==> config.mk <==
export PLATFORM = sky130hd
export DESIGN_NAME = pc_target_table
export DESIGN_NICKNAME = d
export VERILOG_FILES = /design/src/rtl/pc_target_table.sv
export SDC_FILE = /design/constraint.sdc
export NUM_CORES = 1
export LEC_CHECK = 0
export CORE_UTILIZATION = 55
export CTS_BUF_LIST = sky130_fd_sc_hd__clkbuf_4 sky130_fd_sc_hd__clkbuf_8 sky130_fd_sc_hd__clkbuf_16
export DETAILED_ROUTE_END_ITERATION = 16
export PLACE_DENSITY_LB_ADDON = 0.12
export SETUP_SLACK_MARGIN = 0.2
export SLEW_MARGIN = 30
export SYNTH_ARGS = -nofsm -noshare
export SYNTH_HDL_FRONTEND = slang
export SYNTH_SLANG_ARGS = --single-unit
==> constraint.sdc <==
create_clock -name clk -period 7.9 [get_ports clk]
set_input_delay 1.185 -clock clk [delete_from_list [all_inputs] [get_ports clk]]
set_output_delay 1.185 -clock clk [all_outputs]
set_load 0.005 [all_outputs]
==> src/rtl/pc_target_table.sv <==
// Run-time programmable branch-target table: a loader port fills entries, and the
// fetch stage issues registered lookups that return the next PC (or hold PC on a miss).
module pc_target_table #(
  parameter int unsigned D = 9,
  parameter int unsigned A = 5
) (
  input  logic         clk,
  input  logic         reset,
  input  logic         wr_en,
  input  logic [A-1:0] wr_addr,
  input  logic [D:0]   wr_target,
  input  logic         wr_rel,
  input  logic         lk_valid,
  input  logic [A-1:0] lk_addr,
  input  logic [D:0]   lk_pc,
  output logic         ready,
  output logic         tgt_valid,
  output logic [D:0]   target,
  output logic         hit
);

  localparam int unsigned DEPTH = 2 ** A;

  typedef enum logic {
    ST_INIT,
    ST_RUN
  } state_t;

  state_t          state;
  logic [A-1:0]    cnt;

  logic [DEPTH-1:0] valid_mem;
  logic             rel_mem  [DEPTH];
  logic [D:0]       data_mem [DEPTH];

  logic             fwd;
  logic             sel_valid;
  logic             sel_rel;
  logic [D:0]       sel_data;
  logic [D:0]       next_target;

  // A write landing in the same cycle as a lookup of the same entry is
  // forwarded so the lookup observes the freshly written contents.
  always_comb begin
    fwd         = wr_en && (wr_addr == lk_addr);
    sel_valid   = fwd ? 1'b1      : valid_mem[lk_addr];
    sel_rel     = fwd ? wr_rel    : rel_mem[lk_addr];
    sel_data    = fwd ? wr_target : data_mem[lk_addr];
    next_target = lk_pc;
    if (sel_valid) begin
      if (sel_rel) begin
        next_target = lk_pc + sel_data;
      end else begin
        next_target = sel_data;
      end
    end
  end

  always_ff @(posedge clk) begin
    if (reset) begin
      state     <= ST_INIT;
      cnt       <= '0;
      ready     <= 1'b0;
      tgt_valid <= 1'b0;
      target    <= '0;
      hit       <= 1'b0;
    end else begin
      case (state)
        ST_INIT: begin
          valid_mem[cnt] <= 1'b0;
          cnt            <= cnt + 1'b1;
          tgt_valid      <= 1'b0;
          if (cnt == '1) begin
            state <= ST_RUN;
            ready <= 1'b1;
          end
        end
        ST_RUN: begin
          if (wr_en) begin
            valid_mem[wr_addr] <= 1'b1;
            rel_mem[wr_addr]   <= wr_rel;
            data_mem[wr_addr]  <= wr_target;
          end
          tgt_valid <= lk_valid;
          if (lk_valid) begin
            target <= next_target;
            hit    <= sel_valid;
          end
        end
        default: begin
          state <= ST_INIT;
          cnt   <= '0;
          ready <= 1'b0;
        end
      endcase
    end
  end

endmodule

Yosys cells after proc, flatten, opt, wreduce, memory -nomap -nowiden --
Memory sizes are Yosys's and may differ from the RTL's. Cells that the tools add are included.
Cells by class: order comparisons 5, multiply operators 0, muxes and demuxes 20, equal/unequal tests 3, reduce and logical (&&, ||, !) cells 6, bitwise gates (word level) 5, add/subtract/negate cells 2, shift operators 0, divide/modulo/power cells 0
Operator list (number):
- $pmux W32 S2 | 1
- $and A32 B32 Y32 | 1
- $mux W32 | 1
- $not A32 Y32 | 1
- $or A32 B32 Y32 | 1
- $mux W10 | 3
- $lt A5 B6 Y1 const B | 3
- $mux W1 | 11
- $add A10 B10 Y10 | 1
- $demux W1 S5 | 2
- $ge A5 B1 Y1 const B | 2
- $reduce_and A2 Y1 | 3
- $add A5 B1 Y5 const B | 1
- $bmux W1 S5 | 1
- $eq A5 B5 Y1 | 1
- $eq A5 B5 Y1 const B | 1
- $logic_and A1 B1 Y1 | 3
- $ne A2 B2 Y1 const B | 1
- $not A1 Y1 | 2
- $pmux W1 S2 | 1
Word-level totals: RAM bits 352, bits in latches 0, bits in read-only memories 0, flip-flop bits (word level) 51, memories kept 2
Memories:
- data_mem | words 32, bits a word 10, read ports 1, clocked after Yosys merged registers in 0, wr ports 1, RTL line 34 | logic [D:0] data_mem [DEPTH];
- rel_mem | words 32, bits a word 1, read ports 1, clocked after Yosys merged registers in 0, wr ports 1, RTL line 33 | logic rel_mem [DEPTH];

Depth between registers and ports, before layout --
Gate-level depths: netlist of run 1.
depth in word-level cells 7, depth in mapped cells 19, depth with buffers taken out 14

Worst setup path before layout of run 1 --
OpenSTA, ideal clock, no wires.
path type input-to-reg, from in lk_addr[0], to reg target[8], setup slack 3.003 ns, setup time 0.086 ns, arrival 4.811 ns, data required time 7.814 ns, stages on the path 18, path through buf_6 buf_12 buf_6 buf_6 buf_4 mux4_2 mux2_2 a21oi_1 a21oi_1 ha_1 fa_1 a21o_1 a21oi_1 o21bai_1 a2111oi_0 nor3_1 xnor2_1 a211oi_1
Between the ends: longest elaborated chain between the ends 6
RTL lines:
- start: declaration | RTL line 14 | input logic [A-1:0] lk_addr,
- parallel branches: the longest is 5 deep, another holds $mem_v2 Z32 W10
- $mux W10 * | RTL line 50 | if (sel_valid) begin
- end signal: assignment | RTL line 86 | target <= next_target;
- end: declaration | RTL line 18 | output logic [D:0] target,
Mark *: on every way between the ends. The select of a mux whose other input is x is not followed. A chain may end at the register's enable or synchronous reset.

Worst setup path after layout of run 1 --
from in lk_addr[1], to reg target[9]
Same word-level chain as after synthesis.

==> results of run 1 <==
## cells in the final DEF (no fill, tap or decap), drive strengths merged, types with 19 or more instances in the layout
cell / count
nor2: 111
clkbuf: 55
clkdlybuf4s50: 42
edfxtp: 384
mux2i: 28
mux4: 104
nand2: 42
dfxtp: 19
a21oi: 79
buf: 57
## final cells by class
cell class	count	area (um2)	area share
inverter	12	45.0	0.00230
tap	396	495	0.0253
multi-input combinational	512	4870	0.249
sequential	403	11900	0.609
clock inverter	20	225	0.0115
timing repair buffer	99	865	0.0442
clock buffer	55	1170	0.0596
## per-stage QoR
stage          power [W]  setup slack (ns)   util  instance area, um2  std cells
3_5_place_dp     0.00273              2.24  0.594               18200       1421
6_report         0.00467              2.92  0.640               19600       1497
4_1_cts          0.00471              2.79  0.639               19600       1496
3_3_place_gp     0.00273              2.26  0.593               18200       1421
5_1_grt          0.00481              2.60  0.640               19600       1497
2_1_floorplan    0.00261              3.00      -               17100        982
## registers in the layout, summed over array words and instances, names as in the netlist
signal / count
cnt: 5
data_mem: 320
hit: 1
ready: 1
rel_mem: 32
state: 1
target: 10
tgt_valid: 1
valid_mem: 32
## power groups by stage
| stage | Combinational, W | Sequential, W | Clock, W |
|---|---|---|---|
| floorplan | 0.000212 | 0.00240 | 0 |
| global placement | 0.000324 | 0.00240 | 0 |
| detailed placement | 0.000326 | 0.00240 | 0 |
| CTS | 0.000328 | 0.00236 | 0.00202 |
| global route | 0.000354 | 0.00236 | 0.00210 |
| finish | 0.000327 | 0.00236 | 0.00199 |
## cell families after synthesis
logic type                 count (synthesis)
DFF                                      403
and+or+nand+nor                          217
muxes                                    137
AOI/OAI and AO/OA                        128
buffers and inverters                     67
xor gates and xnor gates                  15
adders and majority gates                 15
## critical path: stages
cell	delay, ns
buf_4	0.68
buf_4	0.44
mux4_2	0.37
mux2i_1	0.25
nor3_1	0.07
a2111oi_0	0.46
nor2_1	0.15
ha_1	0.35
nor3_1	0.18
nor2_1	0.09
a2111oi_0	0.41
nor4bb_1	0.12
or4b_1	0.52
o211ai_1	0.09
## path summary, 6_finish.rpt
kind	slack, ns	cells past startpoint	end	from
max reg2reg	4.06	11	target[9]	data_mem[8][5]
min	0.48	2	ready	ready
min reg2reg	0.48	2	ready	ready
max	2.92	14	target[9]	lk_addr[1]
## layer usage
metal	vias up	wire length (um)	track usage
li1	4109	-	-
met1	4758	16800	0.377
met2	403	18000	0.390
met3	72	2920	0.0399
met4	0	1050	0.0742
met5	-	0	0
==> results by group, run 1 <==
Detailed routing
  • Detailed-route via count: 9342
  • Post-Route WL: 38800 um
  • Remaining DRCs: 0
  • DR WL/cell: 25.9 um
  • Vias/cell: 6.24
  • Detail Route Antenna Nets: 0
  • DRT iter0 DRCs: 912
  • Drt pass-1 iters: 5

STA
  • Endpoints failing setup: 0
  • RSZ-0062 raised after global routing: no
  • Hold slack: 0.479 ns
  • Hold Violations, Final: 0
  • Crit share post-route: 0.630
  • Layout Skew: 0.0162 ns
  • Worst relative slew slack: 0.350
  • Tmin final: 4.98 ns
  • Worst Max-Slew Pin Slew: 0.975 ns
  • Setup TNS: 0 ns
  • Max Clock Freq: 0.201 GHz
  • Slew Viols, Final: 0

Placement
  • Hpwl dp: 23300 um
  • Number of buffers added on ports: 47
  • Final RePlAce weighted congestion: 0.816

Synth
  • Yosys reg bits: 403
  • Synthesized Nets: 1032
  • Most numerous cell in the Yosys netlist: edfxtp_1
  • Multiplexer share of the synthesized area: 0.159
  • Area fraction of the dominant cell type after synthesis: 0.673
  • Area leader, netlist: edfxtp_1
  • Post-synthesis xor/xnor area fraction: 0.00767
  • Synth cell count leaders: edfxtp_1, nor2_1, mux4_2
  • Number of synthesized flops with an enable pin: 384
  • Netlist Area Pre-Place: 17100 um2
  • Cells after synthesis: 982
  • Post-synthesis adder-cell area fraction: 0.0114
  • Synth Area in Compound Gates: 0.0478
  • Netlist cell types: 58
  • Simple-gate portion of the synthesized area: 0.0575
  • Ranking of synthesized cells by area: edfxtp_1, mux4_2, nor2_1
  • Main combinational cell family by area after synthesis: multiplexers
  • Asr flop ratio synth: 0
  • Most used DFF post-synth: edfxtp_1
  • Yosys warnings: 0
  • Synthesized area per cell: 17.4 um2
  • Sequential area share after synthesis: 0.695

Finish
  • Share of layout cells above drive strength 1: 0.223
  • Filler instances: 2128
  • Final nets: 1121
  • P&R area growth vs syn: 14.3%
  • Ant. Diodes: 0

Setup path
  • CP Capture Type: flip-flop
  • Setup Crit Path Kind: input pin to flip-flop
  • Startpoint types: input pin
  • Worst Path Arrival: 5.44 ns
  • Worst Path Required: 8.36 ns
  • Crit Path Max Fanout: 57

CTS
  • CTS buffer count: 43
  • H-Tree Depth: 2
  • Clock Tree Buf Depth: 3
  • Clk slew on worst S/H paths: 0.06 ns
  • Clk sinks: 403
  • Number of setup buffers added after CTS: 0
  • Post-CTS Hold Buffers: 0
  • Clock root cell: clkbuf_16
  • CTS tree: built
  • Worst skew pair latency: 0.53 ns
  • Post-CTS Resized: 0

Die
  • Number of I/O pins: 48
  • Core Footprint: 30600 um2
  • Die Wd: 178 um
  • # rows: 64
  • Die area: 31800 um2
  • Die height: 178 um
  • Initial Util: 0.560

Outcome
  • Status: completed

Pwr
  • Logic gate share of total power: 0.070
  • VDD IR max: 0.183 mV
  • Clock power frac: 0.425
  • PwrDens: 239 nW/um2
  • Pleak: 6.45 nW
  • NetSw: 0.000985 W
  • Seq pwr share: 0.505
  • Internal: 0.00369 W
  • Sw Share: 0.211

GRT
  • Initial antenna violation count: 0
  • Largest net degree at the start of global routing: 64
  • First-pass GRT wire length: 57800 um
  • Number of global-route vias before repair: 9040
  • Grt ovf: 0
  • GRT Overall Usage: 0.253

Worst hold path
  • Worst hold path class: flip-flop to flip-flop

Run
  • Max-cap violations: 0
(Power assumes the default switching activity.)
==> inputs of run 2 (changes only) <==
clock period = 5 ns   (was 7.9 ns; I/O delays follow)
==> run 2 against run 1 <==
- sequential cell count unchanged
- global-route usage increased by 1.0 points
- critical path type unchanged
- via count grew 2.9%
==> results by group, run 2 (synthesized netlist as in run 1, its figures left out) <==
Die
  • Initial Util: 0.560
  • Die height: 178 um
  • Number of I/O pins: 48
  • # rows: 64
  • Die Wd: 178 um
  • Die area: 31800 um2
  • Core Footprint: 30600 um2

STA
  • RSZ-0062 raised after global routing: no
  • Tmin final: 4.32 ns
  • Max Clock Freq: 0.232 GHz
  • Worst Max-Slew Pin Slew: 0.895 ns
  • Slew Viols, Final: 0
  • Endpoints failing setup: 0
  • Setup TNS: 0 ns
  • Hold Violations, Final: 0
  • Layout Skew: 0.0154 ns
  • Crit share post-route: 0.863
  • Worst relative slew slack: 0.402

Setup path
  • CP bufs+invs: 3
  • Crit-path cells: buf_6 -> buf_4 -> mux4_2 -> mux2i_1 -> o22ai_1 -> a2111oi_0 -> buf_4 -> nor2_1 -> ha_1 -> a2111oi_0 -> nor4bb_1 -> or4b_1 -> o211ai_1
  • CP Capture Type: flip-flop
  • Cell family with most CP delay: compound AO/OA/AOI/OAI gates
  • FF-to-FF Start: data_mem[10][5]
  • Worst Path Arrival: 4.78 ns
  • Max incr delay on CP: 0.55 ns
  • Register-to-register setup slack: 1.06 ns
  • Crit Path Max Fanout: 30
  • Worst reg2reg endpoint: target[9]
  • Crit path depth: 13
  • Startpoint types: input pin
  • Worst Path Required: 5.46 ns
  • Worst Setup EP: target[9]
  • Slowest library cell on the worst path: mux4_2
  • Setup Crit Path Kind: input pin to flip-flop
  • CP startpoint: lk_addr[0]
  • R2R depth: 11

CTS
  • Post-CTS Resized: 0
  • Post-CTS Hold Buffers: 0
  • CTS buffer count: 43
  • H-Tree Depth: 2
  • CTS tree: built
  • Number of setup buffers added after CTS: 0
  • Clock Tree Buf Depth: 3
  • Worst skew pair latency: 0.54 ns
  • Clock root cell: clkbuf_16
  • Clk slew on worst S/H paths: 0.06 ns
  • Clk sinks: 403

Pwr
  • Pleak: 6.67 nW
  • VDD IR max: 0.250 mV
  • PwrDens: 383 nW/um2

Placement
  • Hpwl dp: 25700 um
  • Placed cells: 1455
  • Final RePlAce weighted congestion: 0.877
  • Number of buffers added on ports: 47

Detailed routing
  • Post-Route WL: 40400 um
  • DR WL/cell: 26.4 um
  • Remaining DRCs: 0
  • Detail Route Antenna Nets: 0
  • DRT iter0 DRCs: 1075
  • Detailed-route via count: 9609
  • Vias/cell: 6.27
  • Drt pass-1 iters: 5

Finish
  • Top reg by flops: data_mem
  • Filler instances: 2129
  • Number of flip-flops under the largest register name: 320
  • Share of layout cells above drive strength 1: 0.243
  • Final cell count without fillers: 1533
  • Most common cell after layout, fill and taps aside: edfxtp_1
  • P&R area growth vs syn: 16.7%
  • Regs by FF count: data_mem (320), rel_mem (32), valid_mem (32)
  • Commonest cells after routing, fill and taps aside: edfxtp_1, nor2_1, mux4_2
  • Ant. Diodes: 0
  • Final nets: 1154

GRT
  • First-pass GRT wire length: 60300 um
  • Largest net degree at the start of global routing: 34
  • Grt ovf: 0
  • Initial antenna violation count: 0
  • Number of global-route vias before repair: 9462
  • GRT Overall Usage: 0.264

Run
  • Max-cap violations: 0

Outcome
  • Status: completed

Worst hold path
  • Worst hold path class: flip-flop to flip-flop
## run 2: cell count changes in the layout (fill, tap and decap cells not counted), sizes merged, moves of 2 or more
cell,delta
buf,+32
clkinvlp,+2
bufinv,+4
clkinv,+2
clkbuf,-4
## run 2: how the worst min path moves through the flow
stage	endpoint	cells after the start	slack, ns	startpoint
final	ready	2	0.48	ready
after global routing	ready	2	0.54	ready
after CTS	ready	2	0.49	ready
after detailed placement	ready	2	0.47	ready
after global placement	ready	2	0.45	ready
after floorplan	ready	2	0.46	ready
## run 2: final cells by class
cell class / count / area (um2) / area share
Clock buffer: 51 / 1140 / 0.0568
Timing Repair Buffer: 132 / 1160 / 0.0580
Multi-Input combinational cell: 512 / 4860 / 0.243
Sequential cell: 403 / 11900 / 0.596
Clock inverter: 27 / 382 / 0.0191
Tap cell: 396 / 495 / 0.0248
Inverter: 12 / 45.0 / 0.00225
## run 2: tightest hold or removal path, stage by stage, from the launching register on
cell and delay (ns):
dfxtp_1 0.33, a21oi_1 0.04, nor2_1 0.07
## run 2: report_power, final
part / switching (W) / internal (W) / total, W
Combinational: 0.000314 / 0.000231 / 0.000545
Sequential: 0.0000148 / 0.00371 / 0.00373
Clock: 0.00128 / 0.00209 / 0.00337
Total: 0.00161 / 0.00604 / 0.00765
## run 2: metrics by stage
step	total power (W)	setup WS, ns	util	area, um2	hold slack (ns)
floorplan	0.00413	0.538	-	17100	0.460
global placement	0.00434	0.129	0.604	18500	0.453
detailed placement	0.00434	0.137	0.604	18500	0.475
CTS	0.00769	0.688	0.653	20000	0.492
global route	0.00785	0.346	0.653	20000	0.542
finish	0.00765	0.685	0.653	20000	0.485
## run 2: per-layer routing
layer,vias to the layer above,wire (um),track usage
met1,5002,18000,0.394
met3,61,2400,0.0337
met4,0,834,0.0724
met5,-,0,0
li1,4169,-,-
met2,377,19200,0.411
